<file path="src/rtl/spi_txn_pkg.sv">
// spi_txn_pkg: shared types and constants for the SPI
// transaction controller.
package spi_txn_pkg;

  localparam logic [6:0] ADDR_ID     = 7'h00;
  localparam logic [6:0] ADDR_TEMP   = 7'h01;
  localparam logic [6:0] ADDR_LIMIT  = 7'h02;
  localparam logic [6:0] ADDR_STATUS = 7'h03;

  localparam logic [4:0] FRAME_BITS = 5'd16;

  typedef enum logic [2:0] {
    IDLE,
    CMD,
    DATA,
    COMMIT,
    ERR
  } state_t;

  // Reads may hit any mapped register; writes only RW ones.
  function automatic logic frame_legal(
    input logic       rw,
    input logic [6:0] addr
  );
    if (rw)
      return addr <= ADDR_STATUS;
    return (addr == ADDR_TEMP) ||
           (addr == ADDR_LIMIT) ||
           (addr == ADDR_STATUS);
  endfunction

endpackage

</file>
<file path="src/rtl/spi_sync_edge.sv">
// spi_sync_edge: multi-flop synchronizer with registered
// level and edge strobes.
module spi_sync_edge #(
  parameter int STAGES = 2
) (
  input  logic clk_in,
  input  logic rst,
  input  logic d,
  output logic level,
  output logic rise,
  output logic fall
);

  logic [STAGES:0] sr;

  // Synchronizer chain; top bit holds the previous level.
  always_ff @(posedge clk_in or negedge rst) begin
    if (!rst)
      sr <= '0;
    else
      sr <= {sr[STAGES-1:0], d};
  end

  // Registered strobes keep level and edges aligned.
  always_ff @(posedge clk_in or negedge rst) begin
    if (!rst) begin
      level <= 1'b0;
      rise  <= 1'b0;
      fall  <= 1'b0;
    end else begin
      level <= sr[STAGES-1];
      rise  <= sr[STAGES-1] & ~sr[STAGES];
      fall  <= ~sr[STAGES-1] & sr[STAGES];
    end
  end

endmodule

</file>
<file path="src/rtl/spi_txn_ctrl.sv">
// spi_txn_ctrl: mode-0 SPI slave frame decoder with
// register bank, error counter and status LEDs.
module spi_txn_ctrl
  import spi_txn_pkg::*;
#(
  parameter logic [7:0] DEVICE_ID     = 8'hA5,
  parameter logic [7:0] LIMIT_DEFAULT = 8'd30,
  parameter int         SYNC_STAGES   = 2
) (
  input  logic       clk_in,
  input  logic       rst,
  input  logic       spi_cs,
  input  logic       spi_sck,
  input  logic       spi_mosi,
  output logic       spi_miso,
  output logic [1:0] led,
  output logic [7:0] temp_q,
  output logic [7:0] limit_q,
  output logic [7:0] err_cnt,
  output logic       frame_ok
);

  logic sck_lvl, sck_rise, sck_fall;
  logic cs_lvl, cs_rise, cs_fall;
  logic [SYNC_STAGES:0] mosi_dl;
  logic mosi_s;

  state_t state_q, state_d;
  logic [4:0] cnt_q, cnt_d;
  logic [7:0] sh_q, sh_d;
  logic [7:0] so_q;
  logic [7:0] rd_val;
  logic       rw_q;
  logic [6:0] addr_q;
  logic       hdr_ld;
  logic       commit_ok, commit_err;
  logic       last_ok;
  logic       miso_ld, miso_sh;
  logic       unused_lvl;

  spi_sync_edge #(.STAGES(SYNC_STAGES)) u_sck (
    .clk_in (clk_in),
    .rst    (rst),
    .d      (spi_sck),
    .level  (sck_lvl),
    .rise   (sck_rise),
    .fall   (sck_fall)
  );

  spi_sync_edge #(.STAGES(SYNC_STAGES)) u_cs (
    .clk_in (clk_in),
    .rst    (rst),
    .d      (spi_cs),
    .level  (cs_lvl),
    .rise   (cs_rise),
    .fall   (cs_fall)
  );

  assign unused_lvl = sck_lvl ^ cs_lvl;
  assign mosi_s     = mosi_dl[SYNC_STAGES];

  // MOSI delay matched to the SCK strobe latency.
  always_ff @(posedge clk_in or negedge rst) begin
    if (!rst)
      mosi_dl <= '0;
    else
      mosi_dl <= {mosi_dl[SYNC_STAGES-1:0], spi_mosi};
  end

  // Frame FSM: next state, shift-in and commit strobes.
  always_comb begin
    state_d    = state_q;
    cnt_d      = cnt_q;
    sh_d       = sh_q;
    hdr_ld     = 1'b0;
    commit_ok  = 1'b0;
    commit_err = 1'b0;
    unique case (state_q)
      IDLE: begin
        if (cs_fall) begin
          state_d = CMD;
          cnt_d   = '0;
        end
      end
      CMD: begin
        if (cs_rise) begin
          commit_err = 1'b1;
          state_d    = IDLE;
        end else if (sck_rise) begin
          sh_d  = {sh_q[6:0], mosi_s};
          cnt_d = cnt_q + 5'd1;
          if (cnt_q == 5'd7) begin
            hdr_ld  = 1'b1;
            state_d = DATA;
          end
        end
      end
      DATA: begin
        if (cs_rise) begin
          if (cnt_q == FRAME_BITS) begin
            state_d = COMMIT;
          end else begin
            commit_err = 1'b1;
            state_d    = IDLE;
          end
        end else if (sck_rise) begin
          if (cnt_q == FRAME_BITS) begin
            state_d = ERR;
          end else begin
            sh_d  = {sh_q[6:0], mosi_s};
            cnt_d = cnt_q + 5'd1;
          end
        end
      end
      COMMIT: begin
        state_d = IDLE;
        if (frame_legal(rw_q, addr_q))
          commit_ok = 1'b1;
        else
          commit_err = 1'b1;
      end
      ERR: begin
        if (cs_rise) begin
          commit_err = 1'b1;
          state_d    = IDLE;
        end
      end
      default: state_d = IDLE;
    endcase
  end

  // FSM state, bit counter, shift-in and header latch.
  always_ff @(posedge clk_in or negedge rst) begin
    if (!rst) begin
      state_q <= IDLE;
      cnt_q   <= '0;
      sh_q    <= '0;
      rw_q    <= 1'b0;
      addr_q  <= '0;
    end else begin
      state_q <= state_d;
      cnt_q   <= cnt_d;
      sh_q    <= sh_d;
      if (hdr_ld)
        {rw_q, addr_q} <= sh_d;
    end
  end

  // Read mux; unmapped addresses read as zero.
  always_comb begin
    rd_val = '0;
    unique case (1'b1)
      addr_q == ADDR_ID:     rd_val = DEVICE_ID;
      addr_q == ADDR_TEMP:   rd_val = temp_q;
      addr_q == ADDR_LIMIT:  rd_val = limit_q;
      addr_q == ADDR_STATUS: rd_val = err_cnt;
      default:               rd_val = '0;
    endcase
  end

  assign miso_ld = (state_q == DATA) && rw_q && sck_fall &&
                   !cs_rise && (cnt_q == 5'd8);
  assign miso_sh = (state_q == DATA) && rw_q && sck_fall &&
                   !cs_rise && (cnt_q != 5'd8);

  // MISO shifter: load on first fall of byte1, then shift.
  always_ff @(posedge clk_in or negedge rst) begin
    if (!rst) begin
      so_q     <= '0;
      spi_miso <= 1'b0;
    end else if (state_d != DATA || !rw_q) begin
      so_q     <= '0;
      spi_miso <= 1'b0;
    end else if (miso_ld) begin
      so_q     <= rd_val;
      spi_miso <= rd_val[7];
    end else if (miso_sh) begin
      so_q     <= {so_q[6:0], 1'b0};
      spi_miso <= so_q[6];
    end
  end

  // Register bank, error counter and frame status.
  always_ff @(posedge clk_in or negedge rst) begin
    if (!rst) begin
      temp_q   <= '0;
      limit_q  <= LIMIT_DEFAULT;
      err_cnt  <= '0;
      last_ok  <= 1'b0;
      frame_ok <= 1'b0;
    end else begin
      frame_ok <= commit_ok;
      if (commit_err) begin
        last_ok <= 1'b0;
        if (err_cnt != 8'hFF)
          err_cnt <= err_cnt + 8'd1;
      end else if (commit_ok) begin
        last_ok <= 1'b1;
        if (!rw_q) begin
          if (addr_q == ADDR_TEMP)
            temp_q <= sh_q;
          if (addr_q == ADDR_LIMIT)
            limit_q <= sh_q;
          if (addr_q == ADDR_STATUS)
            err_cnt <= '0;
        end
      end
    end
  end

  // Active-low LEDs, registered off the bank outputs.
  always_ff @(posedge clk_in or negedge rst) begin
    if (!rst)
      led <= 2'b11;
    else
      led <= {~last_ok, ~(temp_q > limit_q)};
  end

endmodule

</file>
<file path="config.mk">
export PLATFORM = sky130hd
export DESIGN_NAME = spi_txn_ctrl
export DESIGN_NICKNAME = d
export VERILOG_FILES = /design/src/rtl/spi_txn_pkg.sv /design/src/rtl/spi_sync_edge.sv /design/src/rtl/spi_txn_ctrl.sv
export SDC_FILE = /design/constraint.sdc
export NUM_CORES = 1
export LEC_CHECK = 0
export ABC_AREA = 1
export ABC_CLOCK_PERIOD_IN_PS = 1700
export CORE_UTILIZATION = 31
export DETAILED_ROUTE_END_ITERATION = 12
export MAX_ROUTING_LAYER = met4
export SLEW_MARGIN = 20
export SYNTH_ARGS = -nofsm -noshare
export SYNTH_HDL_FRONTEND = slang
export SYNTH_SLANG_ARGS = --single-unit
</file>
<file path="constraint.sdc">
create_clock -name clk_in -period 1.7 [get_ports clk_in]
set_clock_uncertainty 0.15 [all_clocks]
set_input_delay 0.34 -clock clk_in [delete_from_list [all_inputs] [get_ports clk_in]]
set_output_delay 0.34 -clock clk_in [all_outputs]
set_load 0.005 [all_outputs]
</file>
==> summary.md <==
| Metric | Value |
|---|---|
| Clock Root Buffer | `clkbuf_16` |
| Initial antenna violation count | `0` |
| Post-route insts no fill | `between 700 and 800` |
| Yosys warnings | `0` |
| Worst Path Required | `1.78 ns` |
| Failing checks | `setup timing` |
| Met3 track demand over resource | `between 2 and 3%` |
| Top cell type by total area after synthesis | `dfrtp_1` |
| Tmin final | `~1.7 ns` |
| CTS clk-pin slew, worst paths | `about 0.060 ns` |
| Critical Path Start Type | `flip-flop` |
| Share of cells above drive strength 1 | `a little over a third` |
| Site row count | `40` |
| Final setup fails | `8` |
| Fin nets | `584` |
| First-pass GRT wire length | `17000 um` |
| Num CTS Buffers | `9` |
| CP arrival | `between 1.5 and 2 ns` |
| Core box area | `around 0.012 mm2` |
| Multi-input gate area | `0.00217 mm2` |
| Kind of critical path | `reg2reg` |
| Slew Limit Headroom | `roughly 74%` |
| Pre-Repair DR Iteration Count | `7` |
| Die H | `113 um` |
| Yosys top cell area share | `44.0%` |
| Setup ws final | `-0.0494 ns` |
| Crit share post-route | `103%` |
| Gr usage total | `17.8%` |
| Clock Tree Buf Depth | `2` |
| Fin. Hold Viols | `0` |
| Outcome | `finished with violations` |
| Area growth from synthesis to layout | `46.8%` |
| Seq/Total Area, Yosys | `about half` |
| FF+latch count, synth | `73` |
| Initial Util | `31.7%` |
| Mapped Cells | `460` |
| Vias in the first global route | `between 3000 and 4000` |
| I/O Buffers | `32` |
| M2 GR Usage | `about 28%` |
| Most Crowded Layer GR | `met2` |
| CTS tree | `done` |
| H-tree levels | `3` |
| Die Area | `between 0.01 and 0.015 mm2` |
| Dpl cells | `between 600 and 700` |
| Clk sink count | `73` |
| Largest net degree at the start of global routing | `33` |
| # diodes | `0` |
| Mapped cell area | `0.00381 mm2` |
| Final slew viol count | `0` |
| M1 GR Usage | `roughly 23%` |
| Peak VDD IR | `0.000606 V` |
| Max Freq | `approximately 570 MHz` |
| Via count | `3589` |
| Gr ovfl total | `0` |
| Drt total wl | `around 11000 um` |
| RSZ-0062 raised after global routing | `true` |
| Hold Path Class | `reg2reg` |
| Initial DRC Count | `between 150 and 200` |
| Synth cell types | `32` |
| Placer Congestion | `~0.83` |
| Die X-Extent | `roughly 110 um` |
| # DRC | `0` |
| Post-Syn Area per Cell | `around 8.3 um2` |
| CP max FO | `6` |
| Slew @ Worst Pin | `0.395 ns` |
| Detailed Place HPWL | `approximately 6900 um` |
| Power per cell area | `1110 mW/mm2` |
| Drt wl/cell | `around 15 um` |
| Synth area leaders | `dfrtp_1 (44%), nand2_1 (11%), nand3_1 (7.4%)` |
| Reg area | `between 0.0015 and 0.002 mm2` |
| Drt via density | `between 4 and 5` |
| Skew-Pair Late Insertion Delay | `between 0.3 and 0.4 ns` |
| Syn nets | `between 400 and 500` |
| Critical Path End Type | `flip-flop` |
| I/O pins | `33` |
| Final ANT Viol Nets | `0` |
| Max cap viols | `0` |
| Fill cells | `about 1100` |
| Lkg Pwr | `roughly 2.8 nW` |
| Hold_ws | `~0.2 ns` |
-- worst max-delay path, stage by stage, from the launching register on --
cell and delay [ns]:
dfrtp_1 0.32, inv_1 0.07, nand2_2 0.11, buf_6 0.11, clkinvlp_4 0.17, clkbuf_16 0.22, nand3_2 0.06, nand2_2 0.05
nor2_2 0.11, nor2_1 0.06, nor2_1 0.15, nor2_1 0.06
-- cell families (layout without fill, tap and decap cells) --
family / Yosys count / count (layout) / share of synthesized area, %
adder cells (fa/ha/maj): 11 / 11 / 3.61
XOR/XNOR: 5 / 5 / 1.15
buffers and inverters: 57 / 162 / 6.08
flip-flops: 73 / 73 / 48.2
AO/OA/AOI/OAI: 59 / 59 / 8.02
AND/OR/NAND/NOR: 255 / 263 / 33.0
-- area by class of cell --
class / count / share of cell area (%)
inverters: 51 / 3.80
clock buffers: 10 / 4.27
repair buffers: 94 / 15.5
clock inverters: 6 / 1.16
flip-flops and latches: 73 / 32.9
repair inverters: 1 / 0.201
well taps: 147 / 3.29
multi-input cells: 338 / 38.9
-- path summary, 6_finish.rpt --
path	start	to	slack, ns	cells after the start
min reg2reg	mosi_dl[0]$_DFF_PN0_	mosi_dl[1]$_DFF_PN0_	0.20	0
min in group asynchronous	rst	u_cs.sr[0]$_DFF_PN0_	0.32	2
min	mosi_dl[0]$_DFF_PN0_	mosi_dl[1]$_DFF_PN0_	0.20	0
max in group asynchronous	rst	limit_q[4]$_DFFE_PN1P_	0.52	3
max reg2reg	addr_q[4]$_DFFE_PN0P_	spi_miso$_DFFE_PN0P_	-0.05	11
max	addr_q[4]$_DFFE_PN0P_	spi_miso$_DFFE_PN0P_	-0.05	11
-- what timing repair did --
item                                    CTS  global route
hold endpoints to repair                 26             0
buffers inserted                         23            10
gates cloned                              4             8
gates resized for setup                  48           105
endpoints found under the setup margin   54            53
hold buffers                              1             0
pin swaps                                 6            40
-- synthesized netlist by cell type (all sizes together) --
master  count
ha         11
o211ai      1
or2         2
clkinv      1
nor2       49
nor3        3
xor2        2
inv        50
nand3b      2
o21ai      39
dfrtp      67
nand3      60
buf         5
dfstp       6
nand4      11
clkbuf      1
a21oi      19
nand2     128
xnor2       3
-- power breakdown --
part	switching [mW]	internal (mW)	total [mW]
clock	0.783	1.18	1.96
sequential	0.262	1.96	2.22
combinational	1.12	0.895	2.02
total	2.17	4.03	6.20
-- metrics by stage --
step	power [mW]	instance area (um2)	worst slack [ns]	util, %	TNS, ns
after floorplan	2.98	3810	0.0536	-	0
after global placement	3.55	4480	-0.0525	37.3	-0.234
after detailed placement	3.56	4480	-0.0927	37.3	-1.47
after CTS	5.67	5050	0.00420	42.0	0
after global routing	6.50	5590	-0.142	46.6	-3.09
final	6.20	5590	-0.0494	46.6	-0.110
-- per-layer routing --
| layer | vias up | routed length [um] |
|---|---|---|
| met3 | 31 | 451 |
| met2 | 107 | 5510 |
| met5 | - | 0 |
| met4 | 0 | 344 |
| li1 | 1740 | - |
| met1 | 1711 | 4760 |
-- cells in the final DEF, fill, tap and decap left out, types with 7 or more instances in the layout --
cell type and count:
a21oi_1 16, buf_4 48, buf_6 10, clkbuf_16 11, dfrtp_1 61, dlygate4sd2_1 22, ha_1 8, inv_1 37
inv_2 7, nand2_1 90, nand2_2 26, nand2_4 15, nand3_1 42, nand3_2 15, nand4_1 10, nor2_1 28
nor2_2 12, nor2_4 9, o21ai_0 18, o21ai_1 13, o21ai_2 8
-- state kept, by name, summed over array words and instances (netlist names), 2 cells and up --
| register | count |
|---|---|
| led | 2 |
| sh_q | 8 |
| cnt_q | 5 |
| so_q | 7 |
| err_cnt | 8 |
| u_sck.sr | 3 |
| temp_q | 8 |
| limit_q | 8 |
| mosi_dl | 3 |
| state_q | 3 |
| addr_q | 7 |
| u_cs.sr | 3 |
Note: power is estimated with default switching activity, not from simulation.
